==> config.mk <==
export PLATFORM = sky130hd
export DESIGN_NAME = register_file_sb_flat
export DESIGN_NICKNAME = d
export VERILOG_FILES = /design/src/rtl/register_file_sb_pkg.sv /design/src/rtl/register_file_sb_if.sv /design/src/rtl/register_file_sb_scoreboard.sv /design/src/rtl/register_file_sb.sv /design/src/flat_wrapper.sv
export SDC_FILE = /design/constraint.sdc
export NUM_CORES = 1
export LEC_CHECK = 0
export ABC_AREA = 1
export BUFFER_PORTS_ARGS = -buffer_cell sky130_fd_sc_hd__buf_2
export CORE_MARGIN = 8
export CORE_UTILIZATION = 44
export CTS_CLUSTER_DIAMETER = 60
export DETAILED_ROUTE_END_ITERATION = 16
export PLACE_DENSITY = 0.73
export SYNTH_ARGS = -nofsm -noshare
export SYNTH_HDL_FRONTEND = slang
export SYNTH_SLANG_ARGS = --single-unit
==> constraint.sdc <==
create_clock -name CLK -period 6.5 [get_ports CLK]
set_clock_uncertainty 0.2 [all_clocks]
set_input_delay 0.65 -clock CLK [delete_from_list [all_inputs] [get_ports CLK]]
set_output_delay 0.65 -clock CLK [all_outputs]
set_load 0.05 [all_outputs]
==> src/rtl/register_file_sb_pkg.sv <==
// Shared constants and address-width helper for the register file with scoreboard.
package register_file_sb_pkg;

    localparam int DEFAULT_WIDTH = 32;
    localparam int DEFAULT_DEPTH = 8;

    function automatic int addr_width(input int depth);
        return $clog2(depth);
    endfunction

endpackage

==> src/rtl/register_file_sb_if.sv <==
// Write, read, issue and scoreboard-status signals of the register file.
interface register_file_sb_if
    import register_file_sb_pkg::*;
#(
    parameter int WIDTH = DEFAULT_WIDTH,
    parameter int DEPTH = DEFAULT_DEPTH
);
    localparam int AW = addr_width(DEPTH);

    logic             LD;
    logic [AW-1:0]    DR;
    logic [WIDTH-1:0] D_IN;
    logic [AW-1:0]    SA;
    logic [AW-1:0]    SB;
    logic [WIDTH-1:0] DATA_A;
    logic [WIDTH-1:0] DATA_B;
    logic             ISSUE;
    logic [AW-1:0]    ISSUE_DR;
    logic             READY_A;
    logic             READY_B;
    logic [AW:0]      PEND_CNT;

    modport master (
        output LD, DR, D_IN, SA, SB, ISSUE, ISSUE_DR,
        input  DATA_A, DATA_B, READY_A, READY_B, PEND_CNT
    );

    modport slave (
        input  LD, DR, D_IN, SA, SB, ISSUE, ISSUE_DR,
        output DATA_A, DATA_B, READY_A, READY_B, PEND_CNT
    );

endinterface

==> src/rtl/register_file_sb_scoreboard.sv <==
// Pending-result scoreboard: one bit per register, population count and operand-ready flags.
module reg_scoreboard
    import register_file_sb_pkg::*;
#(
    parameter int DEPTH    = DEFAULT_DEPTH,
    parameter bit ZERO_REG = 1'b1,
    parameter bit BYPASS   = 1'b1
) (
    input  logic                      CLK,
    input  logic                      RST_N,
    input  logic                      issue_i,
    input  logic [addr_width(DEPTH)-1:0] issue_dr_i,
    input  logic                      ld_i,
    input  logic [addr_width(DEPTH)-1:0] dr_i,
    input  logic [addr_width(DEPTH)-1:0] sa_i,
    input  logic [addr_width(DEPTH)-1:0] sb_i,
    output logic                      ready_a_o,
    output logic                      ready_b_o,
    output logic [addr_width(DEPTH):0] pend_cnt_o
);
    localparam int AW = addr_width(DEPTH);
    localparam int CW = AW + 1;

    logic [DEPTH-1:0] pending_q;
    logic [DEPTH-1:0] pending_d;
    logic [CW-1:0]    pend_cnt_q;
    logic [CW-1:0]    pend_cnt_d;

    // Clear before set so a same-cycle issue to the written register leaves it pending.
    always_comb begin
        pending_d = pending_q;
        if (ld_i) begin
            pending_d[dr_i] = 1'b0;
        end
        if (issue_i) begin
            pending_d[issue_dr_i] = 1'b1;
        end
        if (ZERO_REG) begin
            pending_d[0] = 1'b0;
        end
    end

    always_comb begin
        pend_cnt_d = '0;
        for (int i = 0; i < DEPTH; i++) begin
            pend_cnt_d = pend_cnt_d + CW'(pending_d[i]);
        end
    end

    always_ff @(posedge CLK or negedge RST_N) begin
        if (!RST_N) begin
            pending_q  <= '0;
            pend_cnt_q <= '0;
        end else begin
            pending_q  <= pending_d;
            pend_cnt_q <= pend_cnt_d;
        end
    end

    assign ready_a_o  = !pending_q[sa_i] || (BYPASS && ld_i && (dr_i == sa_i));
    assign ready_b_o  = !pending_q[sb_i] || (BYPASS && ld_i && (dr_i == sb_i));
    assign pend_cnt_o = pend_cnt_q;

endmodule

==> src/rtl/register_file_sb.sv <==
// Two-read/one-write register file with write-to-read bypass and a result scoreboard.
module register_file_sb
    import register_file_sb_pkg::*;
#(
    parameter int WIDTH    = DEFAULT_WIDTH,
    parameter int DEPTH    = DEFAULT_DEPTH,
    parameter bit ZERO_REG = 1'b1,
    parameter bit BYPASS   = 1'b1
) (
    input  logic CLK,
    input  logic RST_N,
    register_file_sb_if.slave bus
);
    localparam int AW = addr_width(DEPTH);

    logic [WIDTH-1:0] regs_q [DEPTH];
    logic             wr_en;
    logic [WIDTH-1:0] data_a;
    logic [WIDTH-1:0] data_b;
    logic             ready_a;
    logic             ready_b;
    logic [AW:0]      pend_cnt;

    assign wr_en = bus.LD && !(ZERO_REG && (bus.DR == '0));

    always_ff @(posedge CLK or negedge RST_N) begin
        if (!RST_N) begin
            for (int i = 0; i < DEPTH; i++) begin
                regs_q[i] <= '0;
            end
        end else if (wr_en) begin
            regs_q[bus.DR] <= bus.D_IN;
        end
    end

    // Address 0 reads zero even when a write to it is presented on the bus.
    always_comb begin
        data_a = regs_q[bus.SA];
        if (BYPASS && wr_en && (bus.DR == bus.SA)) begin
            data_a = bus.D_IN;
        end
        if (ZERO_REG && (bus.SA == '0)) begin
            data_a = '0;
        end
    end

    always_comb begin
        data_b = regs_q[bus.SB];
        if (BYPASS && wr_en && (bus.DR == bus.SB)) begin
            data_b = bus.D_IN;
        end
        if (ZERO_REG && (bus.SB == '0)) begin
            data_b = '0;
        end
    end

    reg_scoreboard #(
        .DEPTH    (DEPTH),
        .ZERO_REG (ZERO_REG),
        .BYPASS   (BYPASS)
    ) u_scoreboard (
        .CLK        (CLK),
        .RST_N      (RST_N),
        .issue_i    (bus.ISSUE),
        .issue_dr_i (bus.ISSUE_DR),
        .ld_i       (bus.LD),
        .dr_i       (bus.DR),
        .sa_i       (bus.SA),
        .sb_i       (bus.SB),
        .ready_a_o  (ready_a),
        .ready_b_o  (ready_b),
        .pend_cnt_o (pend_cnt)
    );

    assign bus.DATA_A   = data_a;
    assign bus.DATA_B   = data_b;
    assign bus.READY_A  = ready_a;
    assign bus.READY_B  = ready_b;
    assign bus.PEND_CNT = pend_cnt;

endmodule

==> src/flat_wrapper.sv <==
// flat-port wrapper written by rule: the top's interface ports become plain ports
module register_file_sb_flat import register_file_sb_pkg::*;
#(
    parameter int WIDTH    = DEFAULT_WIDTH,
    parameter int DEPTH    = DEFAULT_DEPTH,
    parameter bit ZERO_REG = 1'b1,
    parameter bit BYPASS   = 1'b1
)
  (CLK, RST_N, bus_LD, bus_DR, bus_D_IN, bus_SA, bus_SB, bus_ISSUE, bus_ISSUE_DR, bus_DATA_A, bus_DATA_B, bus_READY_A, bus_READY_B, bus_PEND_CNT);
  register_file_sb_if #(.WIDTH(WIDTH), .DEPTH(DEPTH)) bus_i ();
  input  logic CLK;
  input  logic RST_N;
  input wire logic [$bits(bus_i.LD)-1:0] bus_LD;
  input wire logic [$bits(bus_i.DR)-1:0] bus_DR;
  input wire logic [$bits(bus_i.D_IN)-1:0] bus_D_IN;
  input wire logic [$bits(bus_i.SA)-1:0] bus_SA;
  input wire logic [$bits(bus_i.SB)-1:0] bus_SB;
  input wire logic [$bits(bus_i.ISSUE)-1:0] bus_ISSUE;
  input wire logic [$bits(bus_i.ISSUE_DR)-1:0] bus_ISSUE_DR;
  output wire logic [$bits(bus_i.DATA_A)-1:0] bus_DATA_A;
  output wire logic [$bits(bus_i.DATA_B)-1:0] bus_DATA_B;
  output wire logic [$bits(bus_i.READY_A)-1:0] bus_READY_A;
  output wire logic [$bits(bus_i.READY_B)-1:0] bus_READY_B;
  output wire logic [$bits(bus_i.PEND_CNT)-1:0] bus_PEND_CNT;
  assign bus_i.LD = bus_LD;
  assign bus_i.DR = bus_DR;
  assign bus_i.D_IN = bus_D_IN;
  assign bus_i.SA = bus_SA;
  assign bus_i.SB = bus_SB;
  assign bus_i.ISSUE = bus_ISSUE;
  assign bus_i.ISSUE_DR = bus_ISSUE_DR;
  assign bus_DATA_A = bus_i.DATA_A;
  assign bus_DATA_B = bus_i.DATA_B;
  assign bus_READY_A = bus_i.READY_A;
  assign bus_READY_B = bus_i.READY_B;
  assign bus_PEND_CNT = bus_i.PEND_CNT;
  register_file_sb #(.WIDTH(WIDTH), .DEPTH(DEPTH), .ZERO_REG(ZERO_REG), .BYPASS(BYPASS)) u_core (.CLK(CLK), .RST_N(RST_N), .bus(bus_i));
endmodule
==> results of run 1 <==
per-layer routing:
layer	global-route usage, %	vias to the layer above	part of all wire, %
met5	0	-	0
met4	9.613	0	3.0
met3	5.264	124	11
met2	39.47	841	44
met1	34.68	6946	42
li1	-	7043	-
cells by family (layout without fill, tap and decap cells):
| family | after synthesis | count (layout) | share of synthesized area [%] |
|---|---|---|---|
| and+or+nand+nor | 1245 | 1245 | 34.43 |
| DFF | 234 | 234 | 40.49 |
| other | 1 | 1 | 0.02593 |
| buffers and inverters | 402 | 444 | 11.40 |
| xor gates and xnor gates | 2 | 2 | 0.2249 |
| AOI/OAI and AO/OA | 370 | 370 | 12.87 |
| adders and majority gates | 4 | 4 | 0.5537 |
area by class of cell:
type | instances | area [um^2] | share of cell area [%]
Inverter | 255 | 957.2 | 5.959
Tap cell | 442 | 553.0 | 3.443
Multi-Input combinational cell | 1622 | 7032 | 43.78
Clock buffer | 38 | 787.0 | 4.900
Sequential cell | 234 | 5856 | 36.45
Clock inverter | 7 | 62.56 | 0.3895
Timing Repair Buffer | 144 | 815.8 | 5.079
worst max-delay path, cell delays in order:
cell,delay (ns)
sky130_fd_sc_hd__buf_2,0.70
sky130_fd_sc_hd__inv_2,0.56
sky130_fd_sc_hd__nor2_2,0.57
sky130_fd_sc_hd__buf_4,0.46
sky130_fd_sc_hd__nand2_1,0.11
sky130_fd_sc_hd__a21oi_1,0.27
sky130_fd_sc_hd__nor2_1,0.08
sky130_fd_sc_hd__nor2_1,0.09
sky130_fd_sc_hd__nor2_1,0.05
sky130_fd_sc_hd__buf_2,0.21
power by group:
| group | leakage (nW) | internal [mW] | total, mW | switching, mW |
|---|---|---|---|---|
| Clock | 0.422 | 0.872 | 1.49 | 0.614 |
| Sequential | 2.85 | 1.75 | 1.90 | 0.147 |
| Combinational | 5.19 | 0.426 | 1.58 | 1.15 |
flip-flops by register name (all words and copies together), names as in the netlist:
register	count
u_core.u_scoreboard.pending_q	7
u_core.u_scoreboard.pend_cnt_o	3
u_core.regs_q	224
cells in the final DEF, fill, tap and decap left out:
cell and n:
sky130_fd_sc_hd__clkbuf_16 27, sky130_fd_sc_hd__nand2_2 2, sky130_fd_sc_hd__clkbuf_8 7, sky130_fd_sc_hd__nand2_1 860
sky130_fd_sc_hd__o21ai_0 262, sky130_fd_sc_hd__clkinvlp_4 1, sky130_fd_sc_hd__nor2_1 230, sky130_fd_sc_hd__nand4_1 64
sky130_fd_sc_hd__xnor2_4 2, sky130_fd_sc_hd__a22oi_1 1, sky130_fd_sc_hd__buf_12 1, sky130_fd_sc_hd__bufinv_16 1
sky130_fd_sc_hd__o21ai_4 1, sky130_fd_sc_hd__a21oi_1 100, sky130_fd_sc_hd__buf_4 26, sky130_fd_sc_hd__inv_1 244
sky130_fd_sc_hd__dlygate4sd3_1 1, sky130_fd_sc_hd__buf_8 1, sky130_fd_sc_hd__o22ai_1 6, sky130_fd_sc_hd__buf_2 115
sky130_fd_sc_hd__dfrtp_1 234, sky130_fd_sc_hd__inv_2 11, sky130_fd_sc_hd__nor2_4 9, sky130_fd_sc_hd__clkbuf_1 4
sky130_fd_sc_hd__nand3_1 73, sky130_fd_sc_hd__clkinv_2 5, sky130_fd_sc_hd__nand3b_1 1, sky130_fd_sc_hd__nor2_2 5
sky130_fd_sc_hd__nand3_2 1, sky130_fd_sc_hd__conb_1 1, sky130_fd_sc_hd__fa_1 4
repair_timing:
action,in CTS,in global routing
endpoints found under the hold margin,61,0
hold buffers,1,0
buffers inserted,0,0
stage by stage:
stage / hold WS, ns / area [um^2] / util [%]
after floorplan: 0.1544 / 14460 / -
after global placement: 0.2658 / 15200 / 46.85
after detailed placement: 0.2730 / 15200 / 46.85
after CTS: 0.1594 / 16060 / 49.49
after global routing: 0.1884 / 16060 / 49.49
final: 0.1711 / 16060 / 49.49
worst paths after layout:
check	depth (start not counted)	slack [ns]	start	endpoint
hold reg to reg	2	0.29	u_core.regs_q[193]	u_core.regs_q[193]
setup reg to reg	8	3.47	u_core.u_scoreboard.pending_q[2]	u_core.u_scoreboard.pend_cnt_o[1]
min in group asynchronous	2	0.43	RST_N	u_core.u_scoreboard.pending_q[5]
hold / removal	3	0.17	bus_D_IN[16]	u_core.regs_q[176]
setup / recovery	10	1.84	bus_SA[0]	bus_DATA_A[13]
max in group asynchronous	3	4.35	RST_N	u_core.regs_q[210]
cell usage after synthesis (2+ instances only):
master	instances
sky130_fd_sc_hd__nand2_2	2
sky130_fd_sc_hd__buf_6	3
sky130_fd_sc_hd__nor2_4	4
sky130_fd_sc_hd__buf_2	63
sky130_fd_sc_hd__inv_1	246
sky130_fd_sc_hd__nor2_1	234
sky130_fd_sc_hd__dfrtp_1	234
sky130_fd_sc_hd__buf_1	16
sky130_fd_sc_hd__nand2_1	860
sky130_fd_sc_hd__o22ai_1	6
sky130_fd_sc_hd__nor2_2	6
sky130_fd_sc_hd__nand4_1	64
sky130_fd_sc_hd__a21oi_1	100
sky130_fd_sc_hd__inv_2	9
sky130_fd_sc_hd__clkbuf_1	54
sky130_fd_sc_hd__o21ai_0	262
sky130_fd_sc_hd__buf_4	10
sky130_fd_sc_hd__fa_1	4
sky130_fd_sc_hd__nand3_1	74
sky130_fd_sc_hd__xnor2_2	2
==> flow_results.xml, run 1 <==
<?xml version="1.0" encoding="UTF-8"?>
<metrics>
  <group name="status">
    <metric name="status" unit="">finished, final reports clean</metric>
  </group>
  <group name="grt">
    <metric name="grt_start_max_net_pins" unit="">174</metric>
    <metric name="grt_antenna_before_repair" unit="">0</metric>
    <metric name="grt_overflow_total" unit="">0</metric>
    <metric name="grt_first_pass_wirelength" unit="um">79080</metric>
    <metric name="grt_pass1_vias" unit="">14240</metric>
    <metric name="grt.total_usage" unit="%">25.48</metric>
  </group>
  <group name="logic_synthesis">
    <metric name="synth_largest_area_cell" unit="">sky130_fd_sc_hd__dfrtp_1</metric>
    <metric name="synthesized_nets" unit="">2310</metric>
    <metric name="yosysTopAreaCellShare" unit="%">40.49</metric>
    <metric name="synth_flop_cell" unit="">sky130_fd_sc_hd__dfrtp_1</metric>
    <metric name="synth_cells" unit="">2258</metric>
    <metric name="synth_edf_count" unit="">0</metric>
    <metric name="synth-warning-count" unit="">0</metric>
    <metric name="synth_seq_area_share" unit="%">40.49</metric>
    <metric name="post_synthesis_cell_area" unit="mm^2">0.01446</metric>
    <metric name="postSynthRegisterBits" unit="">234</metric>
    <metric name="synth.lib_cells_used.distinct" unit="">25</metric>
    <metric name="synthTopCellsByArea" unit="">sky130_fd_sc_hd__dfrtp_1 (40%), sky130_fd_sc_hd__nand2_1 (22%), sky130_fd_sc_hd__o21ai_0 (9.1%), sky130_fd_sc_hd__inv_1 (6.4%), sky130_fd_sc_hd__nor2_1 (6.1%)</metric>
    <metric name="postSynthAreaPerCell" unit="um^2">6.405</metric>
    <metric name="async_flop_share" unit="%">100.0</metric>
  </group>
  <group name="power_and_ir_drop">
    <metric name="worst_ir_drop_vdd" unit="mV">0.2235</metric>
    <metric name="power.leakage" unit="nW">8.462</metric>
    <metric name="power" unit="mW">4.967</metric>
    <metric name="power_density" unit="mW/mm^2">309.2</metric>
  </group>
  <group name="final_layout">
    <metric name="fillCellCount" unit="">3213</metric>
    <metric name="final_cell_count_no_fill" unit="">2742</metric>
    <metric name="post_route_cells_drive_above_1_share" unit="%">9.348</metric>
    <metric name="n_antenna_cell" unit="">0</metric>
    <metric name="syn2layout_area_growth" unit="%">11.06</metric>
    <metric name="layout_net_count" unit="">2336</metric>
  </group>
  <group name="clock_network">
    <metric name="clock_root_buffer" unit="">sky130_fd_sc_hd__clkbuf_16</metric>
    <metric name="worst_skew_pair.late_latency" unit="ns">0.53</metric>
    <metric name="sinks_on_clock_net" unit="">234</metric>
    <metric name="htree_levels" unit="">1</metric>
    <metric name="clock_tree.buffer_depth" unit="">3</metric>
    <metric name="cts.reportedPaths.clkPinSlew" unit="ns">0.06</metric>
    <metric name="tritoncts" unit="">done</metric>
    <metric name="cts_resized" unit="">0</metric>
    <metric name="tritoncts_buffers" unit="">27</metric>
  </group>
  <group name="detailed_routing">
    <metric name="detail_route.iter0.violations" unit="">1767</metric>
    <metric name="post_drt_via_cell_ratio" unit="">5.454</metric>
    <metric name="drt-pass1-iter-count" unit="">6</metric>
    <metric name="routedWlPerCell" unit="um">18.33</metric>
    <metric name="detail-route-antenna-nets" unit="">0</metric>
    <metric name="drt_wl_total" unit="um">50270</metric>
    <metric name="count_of_vias_placed_by_the_detailed_router" unit="">14950</metric>
    <metric name="detail_route.drc_violations" unit="">0</metric>
  </group>
  <group name="floorplan">
    <metric name="chipHeight" unit="um">197.3</metric>
    <metric name="die_area" unit="mm^2">0.03893</metric>
    <metric name="core_box_area" unit="mm^2">0.03245</metric>
    <metric name="dieWidth" unit="um">197.3</metric>
    <metric name="floorplan.initialDensity" unit="%">44.56</metric>
    <metric name="std_cell_rows" unit="">66</metric>
    <metric name="pin_count" unit="">118</metric>
  </group>
  <group name="setup_path">
    <metric name="critical_path_required" unit="ns">5.65</metric>
    <metric name="crit_fanout" unit="">40</metric>
    <metric name="critPathCaptureType" unit="">output pin</metric>
    <metric name="startpoint_type" unit="">primary input</metric>
    <metric name="category_of_the_most_critical_setup_path" unit="">primary input to output pin</metric>
    <metric name="worstPathArrival" unit="ns">3.81</metric>
  </group>
  <group name="sta">
    <metric name="report.final.setup_viol" unit="">0</metric>
    <metric name="setup_total_negative_slack" unit="ns">0</metric>
    <metric name="max_slew_headroom_at_the_worst_pin" unit="%">22.02</metric>
    <metric name="fin_crit" unit="ns">4.659</metric>
    <metric name="timing.final.ws_setup" unit="ns">1.841</metric>
    <metric name="timing.final.max_slew_violations" unit="">0</metric>
    <metric name="tightestPinTransition" unit="ns">1.170</metric>
    <metric name="final_hold_viol_count" unit="">0</metric>
    <metric name="grt_setup_unrepaired" unit="">false</metric>
    <metric name="fmax" unit="GHz">0.2147</metric>
    <metric name="fin_crit_sh" unit="%">71.67</metric>
  </group>
  <group name="place">
    <metric name="detailed_place_hpwl" unit="um">30140</metric>
    <metric name="pre_cts_ws" unit="ns">1.950</metric>
    <metric name="placed_cells_incl_taps" unit="">2696</metric>
    <metric name="finalWeightedCongestion" unit="">0.9167</metric>
    <metric name="port_buffers" unit="">116</metric>
  </group>
  <group name="flow_run">
    <metric name="max-cap-violations" unit="">0</metric>
  </group>
  <group name="worst_hold_path">
    <metric name="hold_path.class" unit="">primary input to flip-flop</metric>
  </group>
</metrics>
Power figures use the tool's default switching activity.
==> inputs of run 2 (changes only) <==
==> constraint.sdc (replaced) <==
create_clock -name CLK -period 4.4 [get_ports CLK]
set_clock_uncertainty 0.2 [all_clocks]
set_input_delay 0.44 -clock CLK [delete_from_list [all_inputs] [get_ports CLK]]
set_output_delay 0.44 -clock CLK [all_outputs]
set_load 0.05 [all_outputs]
==> run 2 against run 1 <==
Register-to-register slack got worse by 2.0 ns. First-iteration DRC count rose by 9.1%. Setup slack got worse by 0.96 ns. Total power is 51% higher. Sequential cell count did not move. Critical path type unchanged.
==> flow_results.xml, run 2 (synthesis results as in run 1) <==
<?xml version="1.0" encoding="UTF-8"?>
<metrics>
  <group name="status">
    <metric name="status" unit="">finished, final reports clean</metric>
  </group>
  <group name="detailed_routing">
    <metric name="count_of_vias_placed_by_the_detailed_router" unit="">15210</metric>
    <metric name="routedWlPerCell" unit="um">17.95</metric>
    <metric name="drt_wl_total" unit="um">50240</metric>
    <metric name="detail-route-antenna-nets" unit="">0</metric>
    <metric name="drt-pass1-iter-count" unit="">9</metric>
    <metric name="post_drt_via_cell_ratio" unit="">5.435</metric>
    <metric name="detail_route.iter0.violations" unit="">1927</metric>
    <metric name="detail_route.drc_violations" unit="">0</metric>
  </group>
  <group name="final_layout">
    <metric name="layout_net_count" unit="">2385</metric>
    <metric name="commonest_non_fill_non_tap_cells_in_the_layout" unit="">sky130_fd_sc_hd__nand2_1 (860), sky130_fd_sc_hd__o21ai_0 (262), sky130_fd_sc_hd__inv_1 (244)</metric>
    <metric name="syn2layout_area_growth" unit="%">14.85</metric>
    <metric name="final_common_cell" unit="">sky130_fd_sc_hd__nand2_1</metric>
    <metric name="post_route_cells_drive_above_1_share" unit="%">9.851</metric>
    <metric name="most_flops_register" unit="">u_core.regs_q</metric>
    <metric name="largest_reg_flops" unit="">224</metric>
  </group>
  <group name="setup_path">
    <metric name="critPathCaptureType" unit="">output pin</metric>
    <metric name="cpPeakStageDelay" unit="ns">0.44</metric>
    <metric name="startpoint_type" unit="">primary input</metric>
    <metric name="category_of_the_most_critical_setup_path" unit="">primary input to output pin</metric>
    <metric name="critical_path_required" unit="ns">3.76</metric>
    <metric name="crit_slowest_cell" unit="">sky130_fd_sc_hd__buf_4</metric>
    <metric name="worstPathArrival" unit="ns">2.88</metric>
    <metric name="crit_fanout" unit="">24</metric>
    <metric name="crit_chain" unit="">buf_2 -&gt; buf_4 -&gt; nor2_4 -&gt; nand2_1 -&gt; buf_4 -&gt; nand2_1 -&gt; nor2_1 -&gt; buf_2</metric>
  </group>
  <group name="floorplan">
    <metric name="floorplan.initialDensity" unit="%">44.56</metric>
    <metric name="std_cell_rows" unit="">66</metric>
    <metric name="core_box_area" unit="mm^2">0.03245</metric>
    <metric name="pin_count" unit="">118</metric>
    <metric name="chipHeight" unit="um">197.3</metric>
    <metric name="dieWidth" unit="um">197.3</metric>
    <metric name="die_area" unit="mm^2">0.03893</metric>
  </group>
  <group name="clock_network">
    <metric name="clock_tree.buffer_depth" unit="">3</metric>
    <metric name="cts_resized" unit="">0</metric>
    <metric name="tritoncts" unit="">done</metric>
    <metric name="cts.reportedPaths.clkPinSlew" unit="ns">0.06</metric>
    <metric name="tritoncts_buffers" unit="">29</metric>
    <metric name="cts_setup_buffers" unit="">0</metric>
    <metric name="sinks_on_clock_net" unit="">234</metric>
    <metric name="worst_skew_pair.late_latency" unit="ns">0.56</metric>
    <metric name="htree_levels" unit="">1</metric>
    <metric name="clock_root_buffer" unit="">sky130_fd_sc_hd__clkbuf_16</metric>
  </group>
  <group name="sta">
    <metric name="final_hold_viol_count" unit="">0</metric>
    <metric name="timing.final.ws_setup" unit="ns">0.8799</metric>
    <metric name="tightestPinTransition" unit="ns">1.227</metric>
    <metric name="max_slew_headroom_at_the_worst_pin" unit="%">18.01</metric>
    <metric name="report.final.setup_viol" unit="">0</metric>
    <metric name="setup_total_negative_slack" unit="ns">0</metric>
    <metric name="grt_setup_unrepaired" unit="">false</metric>
    <metric name="fin_crit_sh" unit="%">80.00</metric>
    <metric name="fmax" unit="GHz">0.2841</metric>
    <metric name="timing.final.max_slew_violations" unit="">0</metric>
    <metric name="fin_crit" unit="ns">3.520</metric>
  </group>
  <group name="grt">
    <metric name="grt_start_max_net_pins" unit="">90</metric>
    <metric name="grt.total_usage" unit="%">25.45</metric>
    <metric name="grt_antenna_before_repair" unit="">1</metric>
    <metric name="grt_overflow_total" unit="">0</metric>
    <metric name="grt_first_pass_wirelength" unit="um">79780</metric>
    <metric name="grt_pass1_vias" unit="">14730</metric>
  </group>
  <group name="place">
    <metric name="pre_cts_ws" unit="ns">0.8169</metric>
    <metric name="detailed_place_hpwl" unit="um">30040</metric>
    <metric name="finalWeightedCongestion" unit="">0.9034</metric>
    <metric name="port_buffers" unit="">116</metric>
  </group>
  <group name="power_and_ir_drop">
    <metric name="worst_ir_drop_vdd" unit="mV">0.3608</metric>
    <metric name="power.leakage" unit="nW">8.705</metric>
    <metric name="power_density" unit="mW/mm^2">452.7</metric>
  </group>
  <group name="worst_hold_path">
    <metric name="hold_path.class" unit="">primary input to flip-flop</metric>
  </group>
  <group name="flow_run">
    <metric name="max-cap-violations" unit="">0</metric>
  </group>
</metrics>
==> run 2: cell types whose count changed in the layout (fill, tap and decap cells not counted), sizes merged <==
cell and change:
inv +1, diode +1, buf +14, clkbuf +7
clkinv -1, dlygate4sd3 +33, clkinvlp +1
==> run 2: cell type report <==
| class | count | area, um^2 |
|---|---|---|
| clock inverter | 8 | 77.57 |
| fill | 3229 | 15840 |
| tap | 442 | 553.0 |
| antenna | 1 | 2.502 |
| inverter | 255 | 957.2 |
| multi-input combinational | 1622 | 7032 |
| timing repair buffer | 191 | 1276 |
| sequential | 234 | 5856 |
| clock buffer | 45 | 855.8 |
==> run 2: where the power goes <==
group          switching, mW  internal [mW]
registers              0.221           2.59
clock network          0.958           1.39
logic                   1.71          0.655
total                   2.89           4.63
==> run 2: repair_timing <==
action                                  CTS  global route
endpoints found under the setup margin    0             0
endpoints found under the hold margin   180             0
hold buffers                             34             0
==> run 2: path summary, 6_finish.rpt <==
kind / startpoint / endpoint / slack (ns) / cells past startpoint
worst max-delay path: bus_SA[0] / bus_DATA_A[30] / 0.88 / 8
worst min-delay path: bus_D_IN[30] / u_core.regs_q[190] / 0.04 / 3
worst max register to register: u_core.u_scoreboard.pending_q[2] / u_core.u_scoreboard.pend_cnt_o[1] / 1.46 / 8
worst min register to register: u_core.regs_q[193] / u_core.regs_q[193] / 0.29 / 2
max in group asynchronous: RST_N / u_core.regs_q[45] / 2.67 / 3
min in group asynchronous: RST_N / u_core.u_scoreboard.pend_cnt_o[2] / 0.29 / 2
==> run 2: worst max-delay path: cells and delay by family <==
family,cells,cell delay (ns)
buffers and inverters,4,1.50
AND/OR/NAND/NOR,4,0.93
==> run 2: per-stage QoR <==
step / utilization [%] / power [mW] / std cells / hold WS [ns] / instance area, um^2
finish: 51.18 / 7.520 / 2798 / 0.03866 / 16610
global route: 51.17 / 7.940 / 2797 / 0.02661 / 16610
CTS: 51.17 / 7.527 / 2797 / 0.003441 / 16610
detailed placement: 47.25 / 5.152 / 2710 / 0.2729 / 15330
global placement: 47.25 / 5.082 / 2710 / 0.2654 / 15330
floorplan: - / 4.488 / 2258 / -0.05559 / 14460
==> run 2: metal layers <==
layer,up-vias,part of all wire (%),track usage [%],routed length (um)
met1,6992,41,33.87,20470
met2,924,44,40.15,22200
li1,7151,-,-,-
met5,-,0,0,0
met4,0,3.5,9.390,1752
met3,140,12,5.656,5816
==> inputs of run 3 (changes only) <==
--- a/config.mk
+++ b/config.mk
@@ -11,7 +11,7 @@
 export CORE_UTILIZATION = 44
 export CTS_CLUSTER_DIAMETER = 60
 export DETAILED_ROUTE_END_ITERATION = 16
-export PLACE_DENSITY = 0.73
+export PLACE_DENSITY = 0.75
 export SYNTH_ARGS = -nofsm -noshare
 export SYNTH_HDL_FRONTEND = slang
 export SYNTH_SLANG_ARGS = --single-unit
==> constraint.sdc (replaced) <==
create_clock -name CLK -period 3 [get_ports CLK]
set_clock_uncertainty 0.2 [all_clocks]
set_input_delay 0.3 -clock CLK [delete_from_list [all_inputs] [get_ports CLK]]
set_output_delay 0.3 -clock CLK [all_outputs]
set_load 0.05 [all_outputs]
==> run 3 against run 2 <==
Worst hold slack lost 0.0061 ns. Non-clock buffer count increased by 52. Final area is 2.3% higher. Global-route usage rose by 0.32 points. Count of clock-buffer cells in the layout is 5 lower. Die area is the same. Largest cell class unchanged.
==> flow_results.xml, run 3 (synthesis results as in run 1) <==
<?xml version="1.0" encoding="UTF-8"?>
<metrics>
  <group name="detailed_routing">
    <metric name="count_of_vias_placed_by_the_detailed_router" unit="">15470</metric>
    <metric name="drt_wl_total" unit="um">50670</metric>
    <metric name="routedWlPerCell" unit="um">17.82</metric>
    <metric name="detail-route-antenna-nets" unit="">0</metric>
    <metric name="drt-pass1-iter-count" unit="">6</metric>
    <metric name="post_drt_via_cell_ratio" unit="">5.443</metric>
    <metric name="detail_route.iter0.violations" unit="">1979</metric>
    <metric name="detail_route.drc_violations" unit="">0</metric>
  </group>
  <group name="setup_path">
    <metric name="critical_path_required" unit="ns">3.21</metric>
    <metric name="r2r_setup_slack" unit="ns">0.23</metric>
    <metric name="worstPathArrival" unit="ns">3.10</metric>
    <metric name="critPathCaptureType" unit="">flip-flop</metric>
    <metric name="crit_fanout" unit="">3</metric>
    <metric name="category_of_the_most_critical_setup_path" unit="">primary input to flip-flop</metric>
    <metric name="startpoint_type" unit="">primary input</metric>
  </group>
  <group name="grt">
    <metric name="grt_first_pass_wirelength" unit="um">80670</metric>
    <metric name="grt_pass1_vias" unit="">14970</metric>
    <metric name="grt.total_usage" unit="%">25.77</metric>
    <metric name="grt_overflow_total" unit="">0</metric>
    <metric name="grt_start_max_net_pins" unit="">81</metric>
    <metric name="grt_antenna_before_repair" unit="">2</metric>
  </group>
  <group name="floorplan">
    <metric name="std_cell_rows" unit="">66</metric>
    <metric name="die_area" unit="mm^2">0.03893</metric>
    <metric name="core_box_area" unit="mm^2">0.03245</metric>
    <metric name="chipHeight" unit="um">197.3</metric>
    <metric name="pin_count" unit="">118</metric>
    <metric name="dieWidth" unit="um">197.3</metric>
    <metric name="floorplan.initialDensity" unit="%">44.56</metric>
  </group>
  <group name="place">
    <metric name="placed_cells_incl_taps" unit="">2756</metric>
    <metric name="detailed_place_hpwl" unit="um">32580</metric>
    <metric name="finalWeightedCongestion" unit="">0.9095</metric>
    <metric name="placedInstanceArea" unit="mm^2">0.01575</metric>
    <metric name="pre_cts_ws" unit="ns">-0.1161</metric>
    <metric name="port_buffers" unit="">116</metric>
  </group>
  <group name="clock_network">
    <metric name="tritoncts_buffers" unit="">27</metric>
    <metric name="worst_skew_pair.late_latency" unit="ns">0.53</metric>
    <metric name="cts.reportedPaths.clkPinSlew" unit="ns">0.06</metric>
    <metric name="sinks_on_clock_net" unit="">234</metric>
    <metric name="clock_tree.buffer_depth" unit="">3</metric>
    <metric name="htree_levels" unit="">1</metric>
    <metric name="clock_root_buffer" unit="">sky130_fd_sc_hd__clkbuf_16</metric>
    <metric name="cts_setup_buffers" unit="">0</metric>
    <metric name="tritoncts" unit="">done</metric>
  </group>
  <group name="sta">
    <metric name="fin_crit_sh" unit="%">96.47</metric>
    <metric name="final_hold_viol_count" unit="">0</metric>
    <metric name="hold_ws" unit="ns">0.03255</metric>
    <metric name="fin_crit" unit="ns">2.894</metric>
    <metric name="report.final.setup_viol" unit="">0</metric>
    <metric name="max_slew_headroom_at_the_worst_pin" unit="%">46.80</metric>
    <metric name="timing.final.max_slew_violations" unit="">0</metric>
    <metric name="tightestPinTransition" unit="ns">0.7980</metric>
    <metric name="fmax" unit="GHz">0.3455</metric>
    <metric name="timing.final.ws_setup" unit="ns">0.1059</metric>
  </group>
  <group name="final_layout">
    <metric name="syn2layout_area_growth" unit="%">17.53</metric>
    <metric name="final_cell_count_no_fill" unit="">2843</metric>
    <metric name="layout_net_count" unit="">2435</metric>
    <metric name="commonest_non_fill_non_tap_cells_in_the_layout" unit="">sky130_fd_sc_hd__nand2_1 (859), sky130_fd_sc_hd__o21ai_0 (260), sky130_fd_sc_hd__inv_1 (243)</metric>
    <metric name="final_cell_area" unit="mm^2">0.01700</metric>
    <metric name="most_flops_register" unit="">u_core.regs_q</metric>
    <metric name="post_route_cells_drive_above_1_share" unit="%">11.67</metric>
    <metric name="largest_reg_flops" unit="">224</metric>
    <metric name="final_common_cell" unit="">sky130_fd_sc_hd__nand2_1</metric>
  </group>
  <group name="flow_run">
    <metric name="max-cap-violations" unit="">0</metric>
  </group>
  <group name="power_and_ir_drop">
    <metric name="worst_ir_drop_vdd" unit="mV">0.3892</metric>
    <metric name="power_report.internal_total" unit="mW">6.701</metric>
    <metric name="net_switching_fraction_of_the_power" unit="%">38.36</metric>
    <metric name="power.switching" unit="mW">4.170</metric>
    <metric name="power_density" unit="mW/mm^2">639.5</metric>
    <metric name="share_clk_of_total_power" unit="%">29.4</metric>
    <metric name="power" unit="mW">10.87</metric>
    <metric name="seq_power_share" unit="%">38.0</metric>
    <metric name="power.leakage" unit="nW">8.940</metric>
    <metric name="combinationalPowerShare" unit="%">32.6</metric>
  </group>
  <group name="worst_hold_path">
    <metric name="hold_path.class" unit="">primary input to flip-flop</metric>
  </group>
  <group name="status">
    <metric name="status" unit="">finished, final reports clean</metric>
  </group>
</metrics>
-- run 3: layout make-up --
type | instances | area (um^2)
multi-input cells | 1622 | 7054
well taps | 442 | 553.0
flip-flops and latches | 234 | 5856
clock buffers | 40 | 784.5
repair buffers | 243 | 1732
diodes | 1 | 2.502
fillers | 3142 | 15460
inverters | 255 | 957.2
clock inverters | 6 | 58.81
-- run 3: final timing paths --
path / from / to / cells past startpoint
worst max-delay path: bus_ISSUE_DR[2] / u_core.u_scoreboard.pend_cnt_o[1] / 11
worst min-delay path: bus_DR[0] / u_core.u_scoreboard.pending_q[2] / 5
worst max register to register: u_core.u_scoreboard.pending_q[2] / u_core.u_scoreboard.pend_cnt_o[1] / 8
worst min register to register: u_core.regs_q[198] / u_core.regs_q[198] / 2
max in group asynchronous: RST_N / u_core.regs_q[83] / 3
min in group asynchronous: RST_N / u_core.u_scoreboard.pend_cnt_o[2] / 2
-- run 3: worst max-delay path: stages --
cell	delay (ns)
sky130_fd_sc_hd__dlygate4sd3_1	0.53
sky130_fd_sc_hd__buf_2	0.12
sky130_fd_sc_hd__buf_4	0.14
sky130_fd_sc_hd__nand3_2	0.10
sky130_fd_sc_hd__o22ai_2	0.10
sky130_fd_sc_hd__fa_1	0.51
sky130_fd_sc_hd__inv_1	0.05
sky130_fd_sc_hd__fa_1	0.46
sky130_fd_sc_hd__fa_2	0.35
sky130_fd_sc_hd__inv_2	0.06
sky130_fd_sc_hd__fa_1	0.37
-- run 3: per-layer routing --
layer	vias to the layer above	wire (um)	track usage [%]
met2	958	22360	40.05
met5	-	13	0
met4	2	1992	10.92
li1	7247	-	-
met1	7101	20680	34.82
met3	166	5624	4.821
-- run 3: metrics by stage --
stage / setup TNS [ns] / util (%)
global route: -0.03093 / 52.37
floorplan: -0.05872 / -
CTS: 0 / 52.35
finish: 0 / 52.37
global placement: -0.09041 / 48.52
detailed placement: -0.1381 / 48.52
-- run 3: power groups by stage --
stage	Sequential (mW)	Combinational, mW	Clock [mW]
final	4.13	3.55	3.19
after detailed placement	4.17	3.46	0
after global placement	4.14	3.38	0
after global routing	4.20	3.94	3.37
after floorplan	4.16	2.44	0
after CTS	4.12	3.53	3.23
-- run 3: repair_timing --
item / CTS / global route
hold endpoints to repair: 247 / 0
hold buffers: 40 / 0
endpoints found under the setup margin: 0 / 1
gates resized for setup: 0 / 2
